--- config.mk ---
export PLATFORM = sky130hd
export DESIGN_NAME = router_local_port_flat
export DESIGN_NICKNAME = d
export VERILOG_FILES = /design/src/rtl/cardinal_pkg.sv /design/src/rtl/router_local_port_if.sv /design/src/rtl/vc_slot_buf.sv /design/src/rtl/router_local_port.sv /design/src/flat_wrapper.sv
export SDC_FILE = /design/constraint.sdc
export NUM_CORES = 1
export LEC_CHECK = 0
export CAP_MARGIN = 0
export CORE_ASPECT_RATIO = 1.75
export CORE_MARGIN = 10
export CORE_UTILIZATION = 40
export DETAILED_ROUTE_END_ITERATION = 12
export GPL_TIMING_DRIVEN = 0
export PLACE_DENSITY = 0.68
export SYNTH_ARGS = -nofsm -noshare
export SYNTH_HDL_FRONTEND = slang
export SYNTH_SLANG_ARGS = --single-unit
--- constraint.sdc ---
create_clock -name clk -period 5.3 [get_ports clk]
set_clock_uncertainty 0.05 [all_clocks]
set_input_delay 1.06 -clock clk [delete_from_list [all_inputs] [get_ports clk]]
set_output_delay 1.06 -clock clk [all_outputs]
set_load 0.01 [all_outputs]
--- src/rtl/cardinal_pkg.sv ---
// Shared definitions between the router local port and the NIC:
// packet geometry, packet type and the injection-side state encoding.
package cardinal_pkg;

    localparam int PKT_W  = 64;
    localparam int VC_BIT = 0;

    typedef logic [PKT_W-1:0] pkt_t;

    // Injection arbiter: free to pick, or holding an offered packet.
    typedef enum logic {
        INJ_IDLE = 1'b0,
        INJ_HOLD = 1'b1
    } inj_state_e;

endpackage

--- src/rtl/router_local_port_if.sv ---
// Signal bundle between the router local port, its NIC and the crossbar.
// master = the router local port, slave = the NIC/crossbar side.
interface router_local_port_if #(
    parameter int PKT_W = cardinal_pkg::PKT_W
);
    logic             polarity;
    logic             nic_so;
    logic             nic_ro;
    logic [PKT_W-1:0] nic_do;
    logic             nic_si;
    logic             nic_ri;
    logic [PKT_W-1:0] nic_di;
    logic             inj_valid;
    logic             inj_ready;
    logic [PKT_W-1:0] inj_data;
    logic             ej_valid;
    logic             ej_ready;
    logic [PKT_W-1:0] ej_data;
    logic             proto_err;
    logic [15:0]      cnt_in;
    logic [15:0]      cnt_out;

    modport master (
        output polarity, nic_ro, nic_si, nic_di, inj_valid, inj_data,
               ej_ready, proto_err, cnt_in, cnt_out,
        input  nic_so, nic_do, nic_ri, inj_ready, ej_valid, ej_data
    );

    modport slave (
        input  polarity, nic_ro, nic_si, nic_di, inj_valid, inj_data,
               ej_ready, proto_err, cnt_in, cnt_out,
        output nic_so, nic_do, nic_ri, inj_ready, ej_valid, ej_data
    );
endinterface

--- src/rtl/vc_slot_buf.sv ---
// Two single-packet slots, one per virtual channel, with an indexed write,
// an indexed clear and per-slot full flags. Callers never fill and drain
// the same slot in one cycle, so no arbitration is provided for that case.
module vc_slot_buf #(
    parameter int PKT_W = cardinal_pkg::PKT_W
) (
    input  logic                  clk,
    input  logic                  reset,
    input  logic                  wr_en_i,
    input  logic                  wr_idx_i,
    input  logic [PKT_W-1:0]      wr_data_i,
    input  logic                  clr_en_i,
    input  logic                  clr_idx_i,
    output logic [1:0]            full_o,
    output logic [1:0][PKT_W-1:0] data_o
);
    logic [1:0]            full_q;
    logic [1:0][PKT_W-1:0] data_q;

    // Slot storage: write sets full and loads data, clear only drops full.
    always_ff @(posedge clk) begin
        if (reset) begin
            full_q <= '0;
            data_q <= '0;
        end else begin
            for (int i = 0; i < 2; i++) begin
                if (wr_en_i && (wr_idx_i == 1'(i))) begin
                    data_q[i] <= wr_data_i;
                    full_q[i] <= 1'b1;
                end else if (clr_en_i && (clr_idx_i == 1'(i))) begin
                    full_q[i] <= 1'b0;
                end
            end
        end
    end

    assign full_o = full_q;
    assign data_o = data_q;
endmodule

--- src/rtl/router_local_port.sv ---
// Router local port: bridges the NIC link (two VCs, polarity-scheduled)
// to the crossbar injection/ejection handshakes.
// Optional packet counters: define ROUTER_LOCAL_PORT_STATS_EN.
module router_local_port #(
    parameter int PKT_W  = cardinal_pkg::PKT_W,
    parameter int VC_BIT = cardinal_pkg::VC_BIT
) (
    input logic                 clk,
    input logic                 reset,
    router_local_port_if.master bus
);
    import cardinal_pkg::*;

    logic                  polarity_q, polarity_d;
    logic                  proto_err_q;
    logic [1:0]            in_full, out_full;
    logic [1:0][PKT_W-1:0] in_data, out_data;

    // NIC capture: target VC comes from the packet, full slot means drop.
    logic cap_vc, cap_ok, cap_drop;
    assign cap_vc   = bus.nic_do[VC_BIT];
    assign cap_ok   = bus.nic_so && !in_full[cap_vc];
    assign cap_drop = bus.nic_so &&  in_full[cap_vc];

    // Injection: selection is frozen while an offered packet is stalled.
    inj_state_e inj_st_q;
    logic       sel_q, rr_q, sel, inj_valid, inj_fire;
    assign sel       = (inj_st_q == INJ_HOLD) ? sel_q
                                              : (in_full[rr_q] ? rr_q : ~rr_q);
    assign inj_valid = !reset && (|in_full);
    assign inj_fire  = inj_valid && bus.inj_ready;

    // Ejection into egress slots and drain towards the NIC.
    logic ej_vc, ej_ready, ej_fire, nic_si;
    assign ej_vc    = bus.ej_data[VC_BIT];
    assign ej_ready = !reset && !out_full[ej_vc];
    assign ej_fire  = bus.ej_valid && ej_ready;
    assign nic_si   = !reset && out_full[polarity_q] && bus.nic_ri;

    assign polarity_d = ~polarity_q;

    // Link polarity alternates every cycle; protocol error is sticky.
    always_ff @(posedge clk) begin
        if (reset) begin
            polarity_q  <= 1'b0;
            proto_err_q <= 1'b0;
        end else begin
            polarity_q <= polarity_d;
            if (cap_drop) proto_err_q <= 1'b1;
        end
    end

    // Round-robin injection arbiter with hold-while-stalled.
    always_ff @(posedge clk) begin
        if (reset) begin
            inj_st_q <= INJ_IDLE;
            sel_q    <= 1'b0;
            rr_q     <= 1'b0;
        end else begin
            case (inj_st_q)
                INJ_IDLE: begin
                    if (inj_valid) begin
                        if (bus.inj_ready) begin
                            rr_q <= ~sel;
                        end else begin
                            inj_st_q <= INJ_HOLD;
                            sel_q    <= sel;
                        end
                    end
                end
                INJ_HOLD: begin
                    if (bus.inj_ready) begin
                        inj_st_q <= INJ_IDLE;
                        rr_q     <= ~sel_q;
                    end
                end
                default: inj_st_q <= INJ_IDLE;
            endcase
        end
    end

    vc_slot_buf #(.PKT_W(PKT_W)) u_ingress (
        .clk       (clk),
        .reset     (reset),
        .wr_en_i   (cap_ok),
        .wr_idx_i  (cap_vc),
        .wr_data_i (bus.nic_do),
        .clr_en_i  (inj_fire),
        .clr_idx_i (sel),
        .full_o    (in_full),
        .data_o    (in_data)
    );

    vc_slot_buf #(.PKT_W(PKT_W)) u_egress (
        .clk       (clk),
        .reset     (reset),
        .wr_en_i   (ej_fire),
        .wr_idx_i  (ej_vc),
        .wr_data_i (bus.ej_data),
        .clr_en_i  (nic_si),
        .clr_idx_i (polarity_q),
        .full_o    (out_full),
        .data_o    (out_data)
    );

    assign bus.polarity  = polarity_q;
    assign bus.nic_ro    = !reset && !in_full[polarity_q];
    assign bus.inj_valid = inj_valid;
    assign bus.inj_data  = in_data[sel];
    assign bus.ej_ready  = ej_ready;
    assign bus.nic_si    = nic_si;
    assign bus.nic_di    = out_data[polarity_q];
    assign bus.proto_err = proto_err_q;

`ifdef ROUTER_LOCAL_PORT_STATS_EN
    logic [15:0] cnt_in_q, cnt_out_q;

    // Saturating transfer counters.
    always_ff @(posedge clk) begin
        if (reset) begin
            cnt_in_q  <= '0;
            cnt_out_q <= '0;
        end else begin
            if (cap_ok && (cnt_in_q != 16'hFFFF))  cnt_in_q  <= cnt_in_q + 16'd1;
            if (nic_si && (cnt_out_q != 16'hFFFF)) cnt_out_q <= cnt_out_q + 16'd1;
        end
    end

    assign bus.cnt_in  = cnt_in_q;
    assign bus.cnt_out = cnt_out_q;
`else
    assign bus.cnt_in  = '0;
    assign bus.cnt_out = '0;
`endif
endmodule

--- src/flat_wrapper.sv ---
// flat-port wrapper written by rule: the top's interface ports become plain ports
module router_local_port_flat import cardinal_pkg::*;
#(
    parameter int PKT_W  = cardinal_pkg::PKT_W,
    parameter int VC_BIT = cardinal_pkg::VC_BIT
)
  (clk, reset, bus_polarity, bus_nic_ro, bus_nic_si, bus_nic_di, bus_inj_valid, bus_inj_data, bus_ej_ready, bus_proto_err, bus_cnt_in, bus_cnt_out, bus_nic_so, bus_nic_do, bus_nic_ri, bus_inj_ready, bus_ej_valid, bus_ej_data);
  router_local_port_if #(.PKT_W(PKT_W)) bus_i ();
  input logic clk;
  input logic reset;
  output wire logic [$bits(bus_i.polarity)-1:0] bus_polarity;
  output wire logic [$bits(bus_i.nic_ro)-1:0] bus_nic_ro;
  output wire logic [$bits(bus_i.nic_si)-1:0] bus_nic_si;
  output wire logic [$bits(bus_i.nic_di)-1:0] bus_nic_di;
  output wire logic [$bits(bus_i.inj_valid)-1:0] bus_inj_valid;
  output wire logic [$bits(bus_i.inj_data)-1:0] bus_inj_data;
  output wire logic [$bits(bus_i.ej_ready)-1:0] bus_ej_ready;
  output wire logic [$bits(bus_i.proto_err)-1:0] bus_proto_err;
  output wire logic [$bits(bus_i.cnt_in)-1:0] bus_cnt_in;
  output wire logic [$bits(bus_i.cnt_out)-1:0] bus_cnt_out;
  input wire logic [$bits(bus_i.nic_so)-1:0] bus_nic_so;
  input wire logic [$bits(bus_i.nic_do)-1:0] bus_nic_do;
  input wire logic [$bits(bus_i.nic_ri)-1:0] bus_nic_ri;
  input wire logic [$bits(bus_i.inj_ready)-1:0] bus_inj_ready;
  input wire logic [$bits(bus_i.ej_valid)-1:0] bus_ej_valid;
  input wire logic [$bits(bus_i.ej_data)-1:0] bus_ej_data;
  assign bus_polarity = bus_i.polarity;
  assign bus_nic_ro = bus_i.nic_ro;
  assign bus_nic_si = bus_i.nic_si;
  assign bus_nic_di = bus_i.nic_di;
  assign bus_inj_valid = bus_i.inj_valid;
  assign bus_inj_data = bus_i.inj_data;
  assign bus_ej_ready = bus_i.ej_ready;
  assign bus_proto_err = bus_i.proto_err;
  assign bus_cnt_in = bus_i.cnt_in;
  assign bus_cnt_out = bus_i.cnt_out;
  assign bus_i.nic_so = bus_nic_so;
  assign bus_i.nic_do = bus_nic_do;
  assign bus_i.nic_ri = bus_nic_ri;
  assign bus_i.inj_ready = bus_inj_ready;
  assign bus_i.ej_valid = bus_ej_valid;
  assign bus_i.ej_data = bus_ej_data;
  router_local_port #(.PKT_W(PKT_W), .VC_BIT(VC_BIT)) u_core (.clk(clk), .reset(reset), .bus(bus_i));
endmodule
# == Word level (Yosys, flattened, before mapping) ==
# Cells that the tools add are included.
# classes
n_bitwise,8
eq_ne,3
reduce_logical,28
n_mux,31
magnitude_cmp,5
# op_table
cell,count
$mux W64,4
$mux W1,25
$logic_and A1 B1 Y1,17
$lt A1 B2 Y1 const B,5
$not A1 Y1,8
$reduce_bool A2 Y1,4
$reduce_and A3 Y1,2
$logic_not A1 Y1,4
$ne A2 B2 Y1 const B,2
$pmux W1 S2,2
$ne A2 B1 Y1 const B,1
$reduce_or A2 Y1,1
# word_totals
regBits,265
wordCells,88
in_bits,134
out_inout_bits,166

# == Longest topological paths before layout ==
# logic_depth
depth_word,8
ltp_mapped,6
depth_no_buf,3

# == Modules after synthesis ==
# A second synthesis with hierarchy kept.
# unflattened
hier_cells,1198
area_unflattened_um2,13011.2
# by_module_without_submodules
module,seq_area_each_um2,area_per_inst_um2,cells_each,n_inst
vc_slot_buf,2602.5,5444.0,494,2
router_local_port,100.1,2123.3,210,1

# == Least setup slack after synthesis ==
# No wires, ideal clock.
# synth_timing
kind,input-to-output
startpoint,input port reset
endpoint,output port bus_ej_ready
required_ns,4.190
slack_ns,2.387
path_buffers,2
cell_stages,3
arrival_ns,1.803
cell_sequence,clkbuf_1 -> clkbuf_1 -> a211oi_1
# synth_between
elab_chain_len,2
# synth_rtl
item,line,rtl
"start, declared",flat_wrapper.sv:10,input logic reset;
$logic_not A1 Y1,router_local_port.sv:36,assign ej_ready = !reset && !out_full[ej_vc];
$logic_and A1 B1 Y1,router_local_port.sv:36,
"end, declared",flat_wrapper.sv:17,output wire logic [$bits(bus_i.ej_ready)-1:0] bus_ej_ready;
# No other way between the ends.

# == Final worst setup path ==
# layout_timing
startpoint,input port reset
endpoint,output port bus_nic_si
# layout_between
elab_chain_len,3
# layout_rtl
item,line,rtl
$logic_not A1 Y1,router_local_port.sv:38,assign nic_si = !reset && out_full[polarity_q] && bus.nic_ri;
$logic_and A1 B1 Y1 (2 in a row),router_local_port.sv:38,
"end, declared",flat_wrapper.sv:13,output wire logic [$bits(bus_i.nic_si)-1:0] bus_nic_si;
# No other way between the ends.

==> run summary <==
Clock tree
* **TritonCTS clock tree** built
* **total number of H-tree levels** 1
* **number of buffers inserted by post-CTS setup repair** 0
* **clk root buf** clkbuf_16
* **Reg clk slew, reported paths** 0.07 ns
* **TritonCTS buffer count** 25
* **number of buffers on the longest clock path** 3
* **clock sink total** 265
* **count of instances resized after the clock tree is built** 0
* **Hold-fix buffers, CTS** 0
* **worst skew pair latency** 0.52 ns

Power
* **maximum ir drop on the vdd rail** 0.000294 V
* **Combinational Power Share** 0.163
* **sw power** 1.19 mW
* **share of total power consumed by net switching** 0.257
* **Cell Int Power** 3.43 mW
* **Power Dens Cells** 303 mW/mm^2
* **proportion of power drawn by the clock network** 0.379
* **part of the power in registers** 0.458
* **leakage power total** 5.77 nW

Layout
* **Fill cells** 2613
* **post-route cell area** 0.0152 sq mm
* **post-layout instance count excluding filler cells** 2055
* **layout-stage area growth over the synthesis result** 36.2%
* **final standard cell utilization of the core** 0.556
* **fraction of final layout cells with drive strength greater than 1** 0.139
* **Nets** 1801

Yosys
* **proportion of register bits with asynchronous set or reset after synthesis** 0
* **post-synthesis instance total** 1342
* **number of unique standard cell types used by synthesis** 40
* **fraction of post-synthesis cell area in the top cell type by area** 0.474
* **Syn. warnings** 0
* **post-synth top area cell** dfxtp_1
* **part of the Yosys area used for sequential elements** 0.474
* **netlist area before placement** 0.0112 sq mm
* **count of flip-flops with a built-in enable after synthesis** 0
* **Post-Synthesis Mean Instance Area** 8.33 sq um
* **cells taking the most area after synthesis** dfxtp_1 (47%), nand2_1 (17%), a21oi_1 (12%), mux2_2 (7.7%), mux2_4 (6.7%)
* **Yosys reg bits** 265
* **Most used DFF post-synth** dfxtp_1

Worst setup path
* **Slowest Stage Delay on Critical Path** 0.52 ns
* **startpoint of the most critical register-to-register path** u_core.u_egress.full_o[0]$_SDFFE_PP0P_
* **critical path class** in2out
* **origin of the worst setup path** reset
* **CP endpoint kind** primary output
* **worst r2r path cells** 5
* **required arrival time at the worst endpoint** 4.19 ns
* **worst-path maximum fanout** 10
* **worst-path cell with the longest stage delay** clkdlybuf4s50_1
* **Reg-to-Reg End** u_core.u_egress.data_o[2]$_SDFFE_PP0P_
* **CP cell instances** clkdlybuf4s50_1, clkbuf_1, clkbuf_1, nor3_1, clkdlybuf4s50_1
* **capture point of the critical path** bus_nic_si
* **CP Data Arrival Time** 3.13 ns
* **register-to-register path setup slack** 3.38 ns
* **critical path launch point type** input pin

Die
* **area of the core** 0.0274 sq mm
* **height of the die** 241 microns
* **die outline area** 0.0353 sq mm
* **Chip Width** 146 microns
* **number of top-level design ports** 300
* **effective utilization at floorplan** 0.408
* **placement row count** 80

Detailed routing
* **iteration count of the initial detailed-routing pass** 4
* **DRC violation count after routing** 0
* **average wire per cell in the routed design** 17.1 microns
* **DR iter-0 viols** 405
* **via count** 9933
* **remaining number of nets flagged by the antenna check after routing** 0
* **vias per cell** 4.83
* **Detailed Route WL** 35.2 mm

GRT
* **vias in the first global route** 10200
* **All-Layer GR Usage** 0.188
* **first-pass GRT wire length** 54.8 mm
* **largest net degree at the start of global routing** 16
* **antenna violations before repair** 1
* **Remaining Overflow, GRT** 0

STA
* **final worst path period share** 0.800
* **final period demand of the worst path** 4.24 ns
* **Setup violations, final** 0
* **number of max-slew violations in the final report** 0
* **slack of the critical path** 1.06 ns
* **Final Hold Vio Count** 0
* **Slew HR** 0.443
* **Max Clk Rate** 236 MHz
* **setup TNS** 0 ns
* **unrepaired setup endpoints after global routing** false
* **transition time at the pin with the least slew margin** 0.836 ns

Run
* **max-capacitance violation count** 0

Min path
* **Hold WC Path Type** reg2reg

Placement
* **final weighted congestion of routability-driven global placement** 0.806
* **pre-CTS setup slack** 1.07 ns
* **port bufs** 267
* **half-perimeter wire length after placement** 26.8 mm
* **number of cells in the design after placement** 2009
* **post-placement cell area** 0.0144 sq mm

Run status
* **run status** finished clean

[registers in the layout, summed over array words and instances, names as in the netlist]
name	flops
u_core.inj_st_q	1
u_core.u_egress.full_o	2
u_core.u_egress.data_o	128
u_core.bus.proto_err	1
u_core.sel_q	1
u_core.u_ingress.data_o	128
u_core.bus.polarity	1
u_core.rr_q	1
u_core.u_ingress.full_o	2
[kinds of logic after synthesis]
kind of cell | synth area share
buf+inv | 0.0651
other cells | 0.000335
compound gates | 0.124
flops | 0.474
mux | 0.148
simple gates | 0.189
[cells in the mapped netlist (4+ instances only)]
master / n
a21oi_1: 257
buf_1: 14
buf_2: 19
buf_4: 32
buf_6: 6
clkbuf_1: 61
dfxtp_1: 265
mux2_2: 76
mux2_4: 50
nand2_1: 507
nor2_1: 12
nor3_1: 4
[cell usage in the layout, fill, tap and decap left out, types with 6 or more instances in the layout]
cell / n
dfxtp_1: 265
mux2_4: 50
mux2_2: 76
clkbuf_8: 10
buf_1: 14
nor2_1: 12
nand2_1: 507
clkbuf_1: 62
a21oi_1: 257
clkbuf_16: 25
clkdlybuf4s50_1: 267
buf_2: 19
buf_4: 32
clkinv_2: 9
conb_1: 32
buf_6: 6
[worst min-delay path by stage]
stage / from / to / cells after the start
2_1_floorplan: u_core.u_ingress.data_o[11]$_SDFFE_PP0P_ / u_core.u_ingress.data_o[11]$_SDFFE_PP0P_ / 2
3_3_place_gp: u_core.u_egress.data_o[122]$_SDFFE_PP0P_ / u_core.u_egress.data_o[122]$_SDFFE_PP0P_ / 2
3_5_place_dp: u_core.u_egress.data_o[77]$_SDFFE_PP0P_ / u_core.u_egress.data_o[77]$_SDFFE_PP0P_ / 2
4_1_cts: u_core.u_egress.data_o[77]$_SDFFE_PP0P_ / u_core.u_egress.data_o[77]$_SDFFE_PP0P_ / 2
5_1_grt: u_core.u_egress.data_o[9]$_SDFFE_PP0P_ / u_core.u_egress.data_o[9]$_SDFFE_PP0P_ / 2
6_report: u_core.u_egress.data_o[62]$_SDFFE_PP0P_ / u_core.u_egress.data_o[62]$_SDFFE_PP0P_ / 2
[layer usage]
| layer | part of all wire | up-vias | track usage |
|---|---|---|---|
| met4 | 0.027 | 0 | 0.0658 |
| met5 | 0 | - | 0 |
| met3 | 0.060 | 59 | 0.0459 |
| met2 | 0.53 | 287 | 0.365 |
| li1 | - | 4984 | - |
| met1 | 0.38 | 4603 | 0.190 |
[power groups by stage]
| stage | clock network (mW) | registers [mW] | logic (mW) |
|---|---|---|---|
| after floorplan | 0 | 2.15 | 0.412 |
| after detailed placement | 0 | 2.16 | 0.759 |
| after CTS | 1.78 | 2.11 | 0.763 |
| after global routing | 1.87 | 2.12 | 0.815 |
| final | 1.75 | 2.11 | 0.753 |
| after global placement | 0 | 2.15 | 0.754 |
[area by class of cell]
class	instances	area (sq um)	share of cell area
buffer	135	717	0.0471
multi-input combinational	970	5270	0.346
antenna	1	2.50	0.000164
inverter	3	11.3	0.000739
sequential	265	5310	0.348
tap	369	462	0.0303
clock buffer	34	739	0.0485
clock inverter	11	60.1	0.00394
timing repair buffer	267	2670	0.175
[critical path: cells and delay by family]
kind                   cells  cell delay (ns)
buffers and inverters      4             1.89
and+or+nand+nor            1             0.18
[through the flow]
| step | hold WS, ns | total power [mW] |
|---|---|---|
| 2_1_floorplan | 0.382 | 2.56 |
| 3_3_place_gp | 0.388 | 2.91 |
| 3_5_place_dp | 0.393 | 2.92 |
| 4_1_cts | 0.402 | 4.66 |
| 5_1_grt | 0.420 | 4.80 |
| 6_report | 0.402 | 4.62 |
Power figures use the tool's default switching activity.
